File: config.mk
export PLATFORM = sky130hd
export DESIGN_NAME = mem_stage
export DESIGN_NICKNAME = d
export VERILOG_FILES = /design/src/rtl/mem_stage_pkg.sv /design/src/rtl/mem_lane_steer.sv /design/src/rtl/mem_stage.sv
export SDC_FILE = /design/constraint.sdc
export NUM_CORES = 1
export LEC_CHECK = 0
export CORE_AREA = 2 2 152 154
export CTS_BUF_LIST = sky130_fd_sc_hd__clkbuf_8 sky130_fd_sc_hd__clkbuf_16
export DETAILED_ROUTE_END_ITERATION = 8
export DIE_AREA = 0 0 154 156
export PLACE_DENSITY = 0.82
export SLEW_MARGIN = 20
export SYNTH_ARGS = -nofsm -noshare
export SYNTH_HDL_FRONTEND = slang
export SYNTH_SLANG_ARGS = --single-unit
File: constraint.sdc
create_clock -name clk -period 1.9 [get_ports clk]
set_input_delay 0.38 -clock clk [delete_from_list [all_inputs] [get_ports clk]]
set_output_delay 0.38 -clock clk [all_outputs]
set_load 0.005 [all_outputs]
File: src/rtl/mem_stage_pkg.sv
// Shared definitions for the MEM pipeline stage: FSM encoding, access widths
// and the misalignment rule used by the stage and its bench.
package mem_stage_pkg;

  localparam int DATA_W = 32;

  typedef enum logic [1:0] {
    ST_IDLE = 2'd0,
    ST_WAIT = 2'd1,
    ST_DONE = 2'd2
  } state_e;

  localparam logic MEM_WORD = 1'b0;
  localparam logic MEM_BYTE = 1'b1;

  localparam logic [4:0] REG_LINK = 5'd31;

  function automatic logic is_misaligned(input logic mem_type, input logic [1:0] addr_lo);
    return (mem_type == MEM_WORD) && (addr_lo != 2'b00);
  endfunction

endpackage

File: src/rtl/mem_lane_steer.sv
// Little-endian lane steering: store byte enables / data replication and
// zero-extended byte extraction on loads.
module mem_lane_steer
  import mem_stage_pkg::*;
(
  input  logic              wr_type,
  input  logic [1:0]        wr_lane,
  input  logic [DATA_W-1:0] wr_data,
  output logic [3:0]        be,
  output logic [DATA_W-1:0] wdata,
  input  logic              rd_type,
  input  logic [1:0]        rd_lane,
  input  logic [DATA_W-1:0] rd_raw,
  output logic [DATA_W-1:0] rd_data
);

  logic [7:0] rd_byte;

  always_comb begin
    be      = 4'hF;
    wdata   = wr_data;
    rd_byte = rd_raw[7:0];
    rd_data = rd_raw;
    if (wr_type == MEM_BYTE) begin
      be    = 4'b0001 << wr_lane;
      wdata = {4{wr_data[7:0]}};
    end
    case (rd_lane)
      2'd0:    rd_byte = rd_raw[7:0];
      2'd1:    rd_byte = rd_raw[15:8];
      2'd2:    rd_byte = rd_raw[23:16];
      default: rd_byte = rd_raw[31:24];
    endcase
    if (rd_type == MEM_BYTE) begin
      rd_data = {24'd0, rd_byte};
    end
  end

endmodule

File: src/rtl/mem_stage.sv
// MIPS MEM stage: branch/jump redirect, forwarding probe, single-beat data
// memory access with stall, timeout and misalignment handling, MEM/WB register.
module mem_stage
  import mem_stage_pkg::*;
#(
  parameter int TIMEOUT_CYCLES = 16
) (
  input  logic        clk,
  input  logic        reset,
  input  logic        we,
  input  logic        is_branch,
  input  logic [31:0] pc_branch,
  input  logic        is_jump,
  input  logic [31:0] pc_jump,
  input  logic        alu_zero,
  input  logic        mem_read,
  input  logic        mem_write,
  input  logic        mem_type,
  input  logic        mem_to_reg,
  input  logic [31:0] alu_out,
  input  logic [31:0] data_t,
  input  logic [4:0]  reg_addr,
  input  logic        reg_write,
  output logic        pc_src,
  output logic [31:0] pc_target,
  output logic [4:0]  reg_probe,
  output logic [31:0] data_probe,
  output logic        write_probe,
  output logic        busy,
  output logic        dmem_req,
  output logic        dmem_we,
  output logic [31:0] dmem_addr,
  output logic [3:0]  dmem_be,
  output logic [31:0] dmem_wdata,
  input  logic [31:0] dmem_rdata,
  input  logic        dmem_ack,
  output logic        mem_to_reg_out,
  output logic        reg_write_out,
  output logic [4:0]  reg_addr_out,
  output logic [31:0] alu_result_out,
  output logic [31:0] mem_data_out,
  output logic        misalign,
  output logic        bus_error
);

  localparam int CNT_W = (TIMEOUT_CYCLES > 2) ? $clog2(TIMEOUT_CYCLES) : 1;
  localparam logic [CNT_W-1:0] CNT_LAST = CNT_W'(TIMEOUT_CYCLES - 1);

  state_e            state_q, state_d;
  logic [CNT_W-1:0]  cnt_q, cnt_d;
  logic              req_q, req_d, dwe_q, dwe_d;
  logic [31:0]       addr_q, addr_d, wdata_q, wdata_d, cap_q, cap_d;
  logic [3:0]        be_q, be_d;
  logic [1:0]        lane_q, lane_d;
  logic              type_q, type_d, cap_err_q, cap_err_d;
  logic              mtr_q, mtr_d, rw_q, rw_d, misalign_q, misalign_d, bus_error_q, bus_error_d;
  logic [4:0]        ra_q, ra_d;
  logic [31:0]       alu_q, alu_d, md_q, md_d;

  logic              mem_op, bad_op, access;
  logic [3:0]        steer_be;
  logic [31:0]       steer_wdata, steer_rdata;

  assign pc_src      = is_jump | (is_branch & alu_zero);
  assign pc_target   = is_jump ? pc_jump : pc_branch;
  assign reg_probe   = reg_addr;
  assign data_probe  = alu_out;
  assign write_probe = reg_write & ~mem_to_reg;

  // A misaligned word access is dropped as a NOP; load+store is issued as a store.
  assign mem_op = mem_read | mem_write;
  assign bad_op = mem_op & is_misaligned(mem_type, alu_out[1:0]);
  assign access = mem_op & ~bad_op;

  mem_lane_steer u_steer (
    .wr_type (mem_type),
    .wr_lane (alu_out[1:0]),
    .wr_data (data_t),
    .be      (steer_be),
    .wdata   (steer_wdata),
    .rd_type (type_q),
    .rd_lane (lane_q),
    .rd_raw  (dmem_rdata),
    .rd_data (steer_rdata)
  );

  always_ff @(posedge clk) begin
    if (reset) begin
      state_q     <= ST_IDLE;
      cnt_q       <= '0;
      req_q       <= 1'b0;
      dwe_q       <= 1'b0;
      addr_q      <= '0;
      be_q        <= '0;
      wdata_q     <= '0;
      lane_q      <= '0;
      type_q      <= 1'b0;
      cap_q       <= '0;
      cap_err_q   <= 1'b0;
      mtr_q       <= 1'b0;
      rw_q        <= 1'b0;
      ra_q        <= '0;
      alu_q       <= '0;
      md_q        <= '0;
      misalign_q  <= 1'b0;
      bus_error_q <= 1'b0;
    end else begin
      state_q     <= state_d;
      cnt_q       <= cnt_d;
      req_q       <= req_d;
      dwe_q       <= dwe_d;
      addr_q      <= addr_d;
      be_q        <= be_d;
      wdata_q     <= wdata_d;
      lane_q      <= lane_d;
      type_q      <= type_d;
      cap_q       <= cap_d;
      cap_err_q   <= cap_err_d;
      mtr_q       <= mtr_d;
      rw_q        <= rw_d;
      ra_q        <= ra_d;
      alu_q       <= alu_d;
      md_q        <= md_d;
      misalign_q  <= misalign_d;
      bus_error_q <= bus_error_d;
    end
  end

  always_comb begin
    state_d = state_q;
    case (state_q)
      ST_IDLE: if (access) state_d = ST_WAIT;
      ST_WAIT: if (dmem_ack || cnt_q == CNT_LAST) state_d = ST_DONE;
      ST_DONE: if (we) state_d = ST_IDLE;
      default: state_d = ST_IDLE;
    endcase
  end

  always_comb begin
    busy = (state_q == ST_WAIT) || ((state_q == ST_IDLE) && access);
  end

  always_comb begin
    cnt_d       = cnt_q;
    req_d       = req_q;
    dwe_d       = dwe_q;
    addr_d      = addr_q;
    be_d        = be_q;
    wdata_d     = wdata_q;
    lane_d      = lane_q;
    type_d      = type_q;
    cap_d       = cap_q;
    cap_err_d   = cap_err_q;
    mtr_d       = mtr_q;
    rw_d        = rw_q;
    ra_d        = ra_q;
    alu_d       = alu_q;
    md_d        = md_q;
    misalign_d  = misalign_q | bad_op & (state_q == ST_IDLE);
    bus_error_d = bus_error_q;
    case (state_q)
      ST_IDLE: begin
        cnt_d = '0;
        if (access) begin
          req_d     = 1'b1;
          dwe_d     = mem_write;
          addr_d    = {alu_out[31:2], 2'b00};
          be_d      = steer_be;
          wdata_d   = steer_wdata;
          lane_d    = alu_out[1:0];
          type_d    = mem_type;
          cap_err_d = 1'b0;
        end else if (we) begin
          mtr_d = mem_to_reg;
          rw_d  = reg_write & ~bad_op;
          ra_d  = reg_addr;
          alu_d = alu_out;
          md_d  = '0;
        end
      end
      ST_WAIT: begin
        cnt_d = cnt_q + CNT_W'(1);
        if (dmem_ack) begin
          req_d     = 1'b0;
          cap_d     = steer_rdata;
          cap_err_d = 1'b0;
        end else if (cnt_q == CNT_LAST) begin
          req_d       = 1'b0;
          cap_d       = '0;
          cap_err_d   = 1'b1;
          bus_error_d = 1'b1;
        end
      end
      ST_DONE: begin
        if (we) begin
          mtr_d = mem_to_reg;
          rw_d  = reg_write & ~cap_err_q;
          ra_d  = reg_addr;
          alu_d = alu_out;
          md_d  = cap_q;
        end
      end
      default: ;
    endcase
  end

  assign dmem_req       = req_q;
  assign dmem_we        = dwe_q;
  assign dmem_addr      = addr_q;
  assign dmem_be        = be_q;
  assign dmem_wdata     = wdata_q;
  assign mem_to_reg_out = mtr_q;
  assign reg_write_out  = rw_q;
  assign reg_addr_out   = ra_q;
  assign alu_result_out = alu_q;
  assign mem_data_out   = md_q;
  assign misalign       = misalign_q;
  assign bus_error      = bus_error_q;

endmodule

# --- Word level (Yosys, flattened, before mapping) ---
# Index checks and enable logic that the tools add are counted.
# W data, S select, Z words.
word_totals:
  input_bits: 177
  regBits: 183
  elab_cells: 100
op_classes:
  eq_ne: 11
  shifts: 1
  reduce_logical: 17
  bitwise_logic: 15
  add_sub_neg: 1
  mux: 37
op_table:
  columns: ["op", "n"]
  rows:
  - ["$mux W32", 10]
  - ["$pmux W32 S2", 2]
  - ["$pmux W8 S3", 1]
  - ["$mux W1", 11]
  - ["$mux W5", 2]
  - ["$ne A2 B2 Y1 const B", 5]
  - ["$pmux W5 S2", 1]
  - ["$reduce_and A3 Y1", 3]
  - ["$pmux W1 S2", 4]
  - ["$pmux W4 S2", 1]
  - ["$reduce_bool A2 Y1", 4]
  - ["$and A1 B1 Y1", 7]
  - ["$mux W2", 3]
  - ["$pmux W2 S3", 1]
  - ["$reduce_and A2 Y1", 3]
  - ["$not A1 Y1", 5]
  - ["$add A4 B1 Y4 const B", 1]
  - ["$eq A2 B1 Y1 const B", 2]
  - ["$eq A2 B2 Y1 const B", 2]
  - ["$eq A4 B4 Y1 const B", 1]
  - ["$logic_not A2 Y1", 2]
  - ["$mux W4", 1]
  - ["$reduce_and A4 Y1", 1]
  - ["$shl A1 B2 Y4 const A", 1]
  - ["4 further kinds", 8]

# --- Longest topological paths before layout ---
# Gate-level depths: netlist of the first run.
logic_depth:
  word_depth: 8
  depth_mapped: 7

# --- Hierarchy ---
# Synthesis of the first run repeated with hierarchy kept, for this count alone.
hier_totals:
  hier_cells: 1001
  hier_area_um2: 8694.6
modules_own_cells:
  columns: ["module", "area_per_inst_um2", "cells_per_inst", "n_inst", "seq_area_each_um2"]
  rows:
  - ["mem_stage", 7900.1, 863, 1, 3663.5]
  - ["mem_lane_steer", 794.5, 138, 1, 0.0]

# --- Least setup slack after synthesis of the first run ---
# Ideal clock, no wire load.
synth_path:
  kind: "input-to-output"
  startpoint: "in is_jump"
  endpoint: "out pc_target[10]"
  arrival_time_ns: 1.305
  path_stages: 3
  setup_slack_ns: 0.215
  cell_sequence: "clkbuf_1 > clkbuf_1 > mux2_2"
synth_via:
  elab_chain_cells: 1
synth_rtl:
  columns: ["item", "line_no", "source"]
  rows:
  - ["from (decl)", "mem_stage.sv:13", "input logic is_jump,"]
  - ["$mux W32", "mem_stage.sv:65", "assign pc_target = is_jump ? pc_jump : pc_branch;"]
  - ["to (decl)", "mem_stage.sv:25", "output logic [31:0] pc_target,"]
# No other way between the ends.

# --- Worst setup path in the final report of the first run ---
layout_path:
  startpoint: "in pc_jump[19]"
  endpoint: "out pc_target[19]"
layout_via:
  elab_chain_cells: 1
layout_rtl:
  columns: ["item", "line_no", "source"]
  rows:
  - ["from (decl)", "mem_stage.sv:14", "input logic [31:0] pc_jump,"]
  - ["$mux W32", "mem_stage.sv:65", null]
# No other way between the ends.

==> qor.yml, run 1 <==
hold_viol: 0
fraction_of_final_layout_cells_sized_beyond_drive_strength_1_pct: 12.48
drv.max_cap_violation_count: 0
chipHeight_um: 156
finClkSkew_ns: 0.03185
cts.clk_slew.worst_paths_ns: 0.07
worst-slew-pin-transition_ns: 0.6732
htree_num_levels: 4
port_buffers: 389
p_leak_uw: 0.005248
yosys.cell_types.count: 49
syn_to_final_growth_pct: 54.60
post-place-cells: 1539
grt_start_max_net_pins: 124
status: "complete, no violations"
critical_path.endpoint_type: "output pin"
timing.fmax_mhz: 531.5
route.antenna.remaining_nets: 0
power.density_cell_area_mw_per_mm2: 732.8
design.final.nets: 1455
clock_sink_count: 183
routed_via_density: 5.319
number_of_cells_produced_by_synthesis: 932
floorplan.initialDensity_pct: 39.95
cts_tree: "yes"
synth.avg_cell_area_um2: 9.587
syn_area_mm2: 0.008935
layout.filler_cells: 1833
globalRouteOverflowTotal: 0
final-max-slew-violation-count: 0
multi_input_combinational_cell_area_mm2: 0.004571
route.detailed.drc: 0
drt_pre_antenna_iters: 5
core.rowCount: 55
grt_use_total_pct: 24.12
period_utilization_post_route_pct: 99.02
clk-insertion-delay-late_ns: 0.45
core_area_mm2: 0.02237
die_x_um: 154
routabilityCongestion: 0.8406
cts_made_buffers: 17
antenna-diode-count: 0
grt_antenna_before_repair: 0
path_max_fanout: 1
rsz_0062_raised_after_global_routing: "no"
detail_route.wl_per_cell_um: 19.10
drt-initial-drc-count: 489
worst-r2r-setup-slack_ns: 0.27
cts_buffer_depth: 2
top_level_ports: 392
postPlaceCellArea_mm2: 0.01314
hold_class: "input port to flop"
post_cts_hold_buffer_count: 0
final.min_clock_period_ns: 1.881
wl_um: 30090
global_route_wire_length_before_repair_um: 45930
timing.critical_path.from_type: "input port"
via_count_of_the_first_global_routing_pass: 8441
worstPathRequired_ns: 1.52
sequential_cell_area_mm2: 0.003664
totalNegativeSetupSlack_ns: 0
post_layout_nonfiller_instances: 1575
final_cell_area_mm2: 0.01381
ys_seq_area_share_pct: 41.00
max_slew_margin_pct: 55.12
setup_violating_endpoint_count_in_the_final_report: 0
yosys_register_bits: 183
max-vdd-ir-drop_v: 0.0006007
critical_path_class: "input port to output pin"
hpwlAfterDp_um: 22250
timing.critical_path.arrival_ns: 1.50
die_area_mm2: 0.02402
dr_total_vias: 8377
ctsRootBufferMaster: "sky130_fd_sc_hd__clkbuf_16"
synth.yosys.warnings: 0
## cell usage in the layout, fill, tap and decap left out, drive strengths merged, types with 10 or more instances in the layout
master	synthesis	layout
a211oi	25	25
nor2	10	10
a31oi	29	29
buf	79	73
mux2	32	32
a21oi	50	50
nand2	59	59
nand2b	136	136
mux2i	119	119
dfxtp	183	183
nand4	39	39
o31ai	43	43
clkbuf	56	18
clkdlybuf4s50	0	350
dlygate4sd2	0	27
## synth_stat cells, drive strengths merged
library cell / number / area, um2
dfxtp: 183 / 3664
nand2b: 136 / 850.8
mux2i: 119 / 1191
buf: 79 / 543.0
nand2: 59 / 221.5
clkbuf: 56 / 210.2
a21oi: 50 / 250.2
o31ai: 43 / 322.8
nand4: 39 / 244.0
mux2: 32 / 360.4
a31oi: 29 / 181.4
a211oi: 25 / 187.7
nor2: 10 / 40.04
and3: 9 / 56.30
a221o: 8 / 80.08
mux4: 8 / 180.2
nor2b: 6 / 37.54
nand3: 5 / 25.02
a2111oi: 3 / 26.28
nor3b: 3 / 32.53
or2: 3 / 21.28
or4: 3 / 22.52
inv: 2 / 7.510
nor3: 2 / 21.27
o21ai: 2 / 10.00
o21ba: 2 / 20.02
o22ai: 2 / 12.51
xor2: 2 / 17.52
a21o: 1 / 7.510
a22oi: 1 / 7.510
and3b: 1 / 8.760
conb: 1 / 3.750
ha: 1 / 12.51
nand3b: 1 / 7.510
nand4bb: 1 / 11.26
o211a: 1 / 10.01
o211ai: 1 / 7.510
o21a: 1 / 7.510
o21bai: 1 / 7.510
or3: 1 / 6.260
## sequential cells by signal (all words and copies together), names as in the netlist, 2 cells and up
name	flops
alu_result_out	32
cap_q	32
cnt_q	4
dmem_addr	30
dmem_be	4
dmem_wdata	32
lane_q	2
mem_data_out	32
reg_addr_out	5
state_q	2
## per-stage QoR
stage | utilization, % | hold slack, ns | total power [uW] | worst slack, ns
global placement | 58.73 | 0.4473 | 6619 | -0.4228
CTS | 61.66 | 0.2303 | 10190 | 0.002647
floorplan | - | 0.4379 | 5315 | 0.2154
finish | 61.76 | 0.2432 | 10120 | 0.01853
detailed placement | 58.73 | 0.4543 | 6660 | -0.4443
global route | 61.76 | 0.2454 | 10520 | 0.003939
## layer usage
| layer | track usage, % | up-vias | wire (um) |
|---|---|---|---|
| met1 | 28.04 | 3962 | 11870 |
| li1 | - | 3981 | - |
| met4 | 10.37 | 0 | 1093 |
| met5 | 0 | - | 0 |
| met2 | 42.09 | 361 | 14980 |
| met3 | 6.250 | 73 | 2146 |
## path summary, 6_finish.rpt
path | start | to | cells past startpoint
setup / recovery | pc_jump[19] | pc_target[19] | 3
hold reg to reg | cap_q[30] | mem_data_out[30] | 2
setup reg to reg | lane_q[0] | cap_q[6] | 4
hold / removal | reset | cnt_q[2] | 2
## repair_timing
item / CTS / global route
cloned: 2 / 0
setup endpoints to repair: 36 / 9
pin swaps: 1 / 1
setup buffers: 2 / 0
gates resized for setup: 41 / 9
## kinds of logic after synthesis
family                   count (synthesis)  synth area share (%)
AO/OA/AOI/OAI                          170                 12.74
XOR/XNOR                                 2                0.1961
adder cells (fa/ha/maj)                  1                0.1400
buffers and inverters                  137                 8.514
flip-flops                             183                 41.00
multiplexers                           159                 19.38
other                                    1               0.04197
AND/OR/NAND/NOR                        279                 17.98
## worst max-delay path: stages
cell and delay [ns]:
sky130_fd_sc_hd__clkdlybuf4s50_1 0.41, sky130_fd_sc_hd__mux2_2 0.26, sky130_fd_sc_hd__clkdlybuf4s50_1 0.45
## area by class of cell
type                    count  area share [%]
clock buffers              18           3.179
clock inverters            14           1.132
repair buffers            460           33.44
well taps                 285           2.582
multi-input cells         613           33.09
inverters                   2         0.05435
flip-flops and latches    183           26.52
## power breakdown
part / switching [uW] / total [uW] / internal (uW)
clock: 1750 / 3550 / 1800
sequential: 134 / 4200 / 4060
combinational: 1000 / 2380 / 1380
total: 2880 / 10100 / 7240
Power figures use the tool's default switching activity.
==> run 2: changes to the inputs <==
- CORE_AREA: 2 2 152 154 -> 2 2 154 156
- DIE_AREA: 0 0 154 156 -> 0 0 156 158
- DONT_BUFFER_PORTS: not set -> 1
- PLACE_DENSITY: 0.82 -> 0.58
==> qor.yml, run 2 (same netlist as run 1, synthesis figures left out) <==
status: "complete, no violations"
core.rowCount: 56
drv.max_cap_violation_count: 0
port_buffers: 0
syn_to_final_growth_pct: 5.994
cts_tree: "yes"
mostFrequentLayoutCells: "sky130_fd_sc_hd__dfxtp_1 (183), sky130_fd_sc_hd__nand2b_1 (136), sky130_fd_sc_hd__mux2i_1 (119), sky130_fd_sc_hd__nand2_1 (59), sky130_fd_sc_hd__a21oi_1 (50)"
grt_use_total_pct: 19.69
drt_pre_antenna_iters: 5
max-vdd-ir-drop_v: 0.0004878
most_common_cell_after_layout_fill_and_taps_aside: "sky130_fd_sc_hd__dfxtp_1"
die_area_mm2: 0.02465
period_utilization_post_route_pct: 93.74
final-max-slew-violation-count: 0
timing.critical_path.arrival_ns: 1.40
cts.clk_slew.worst_paths_ns: 0.07
antenna-diode-count: 0
critical_path.endpoint_type: "output pin"
die_x_um: 156
finClkSkew_ns: 0.02583
clk-insertion-delay-late_ns: 0.44
critical_path_class: "flop to output pin"
dr_total_vias: 6532
htree_num_levels: 4
totalNegativeSetupSlack_ns: 0
worst-r2r-setup-slack_ns: 0.18
setup_violating_endpoint_count_in_the_final_report: 0
timing.fmax_mhz: 561.5
cts_made_buffers: 17
rsz_0062_raised_after_global_routing: "no"
whs_ns: 0.03379
via_count_of_the_first_global_routing_pass: 6219
core_area_mm2: 0.02305
timing.critical_path.from_type: "flop"
wl_um: 25430
chipHeight_um: 158
post-place-cells: 1111
drt-initial-drc-count: 501
floorplan.initialDensity_pct: 38.76
hold_class: "input port to flop"
global_route_wire_length_before_repair_um: 37820
p_leak_uw: 0.003393
routabilityCongestion: 0.8588
grt_antenna_before_repair: 0
clock_sink_count: 183
globalRouteOverflowTotal: 0
top_level_ports: 392
post_layout_nonfiller_instances: 1145
cts_buffer_depth: 2
detail_route.wl_per_cell_um: 22.21
fraction_of_final_layout_cells_sized_beyond_drive_strength_1_pct: 12.87
hold_viol: 0
route.detailed.drc: 0
route.antenna.remaining_nets: 0
post_placement_worst_setup_slack_ns: 0.2154
worst_slack_ns: 0.1189
design.final.nets: 1020
hpwlAfterDp_um: 17410
power.density_cell_area_mw_per_mm2: 939.9
path_max_fanout: 9
post_cts_hold_buffer_count: 0
grt_start_max_net_pins: 222
worstPathRequired_ns: 1.52
routed_via_density: 5.705
final.min_clock_period_ns: 1.781
ctsRootBufferMaster: "sky130_fd_sc_hd__clkbuf_16"
==> run 2: cell count changes in the layout (fill, tap and decap cells not counted), moves of 2 or more <==
cell	delta
sky130_fd_sc_hd__buf_12	-5
sky130_fd_sc_hd__clkdlybuf4s50_1	-350
sky130_fd_sc_hd__dlygate4sd2_1	-27
sky130_fd_sc_hd__buf_4	-39
sky130_fd_sc_hd__buf_6	-2
sky130_fd_sc_hd__dlymetal6s2s_1	-8
==> run 2: stage by stage <==
| step | instance area, um2 | util (%) | total power, uW |
|---|---|---|---|
| floorplan | 8939 | - | 5315 |
| global placement | 8862 | 38.44 | 5461 |
| detailed placement | 8862 | 38.44 | 5469 |
| CTS | 9455 | 41.02 | 9012 |
| global route | 9470 | 41.08 | 9286 |
| finish | 9470 | 41.08 | 8901 |
==> run 2: final timing paths <==
kind              cells past startpoint  startpoint          endpoint
setup / recovery                      3  state_q[0]              busy
hold / removal                        1       reset     dmem_addr[30]
setup reg to reg                      5  state_q[0]   mem_data_out[2]
hold reg to reg                       2   cap_q[29]  mem_data_out[29]
==> run 2: metal layers <==
| metal | vias up | part of all wire (%) | track usage [%] | routed length (um) |
|---|---|---|---|---|
| met4 | 0 | 0.99 | 5.111 | 251 |
| li1 | 3100 | - | - | - |
| met5 | - | 0 | 0 | 0 |
| met3 | 19 | 7.4 | 6.159 | 1885 |
| met1 | 3159 | 43 | 25.36 | 10980 |
| met2 | 254 | 48 | 32.09 | 12310 |
==> run 2: area by class of cell <==
class                      count  area (um2)
sequential                   183        3664
clock inverter                15       162.7
multi-input combinational    613        4561
timing repair buffer          25       287.8
tap                          290       362.8
clock buffer                  17       425.4
inverter                       2       7.507
fill                        2271       13580
==> run 2: where the power goes <==
group | internal (uW) | leakage, uW | switching, uW | total (uW)
combinational | 528 | 0.00161 | 591 | 1120
clock | 1760 | 0.000287 | 1750 | 3510
sequential | 4060 | 0.00149 | 207 | 4270
total | 6360 | 0.00339 | 2550 | 8900
==> run 2: critical path, cell delays in order (launching register included) <==
cell,delay (ns)
sky130_fd_sc_hd__dfxtp_1,0.42
sky130_fd_sc_hd__nor2_4,0.19
sky130_fd_sc_hd__nand3_2,0.17
sky130_fd_sc_hd__nand2_1,0.19
==> run 2: what timing repair did <==
action / 4_1_cts / 5_1_grt
buffers inserted: 0 / 2
endpoints found under the setup margin: 1 / 1
pin swaps: 0 / 1
gates resized for setup: 1 / 0
==> run 3: changes to the inputs <==
- SKIP_LAST_GASP: not set -> 1
==> results of run 3 <==
The final DEF is identical to that of run 2; final timing and power are the same.
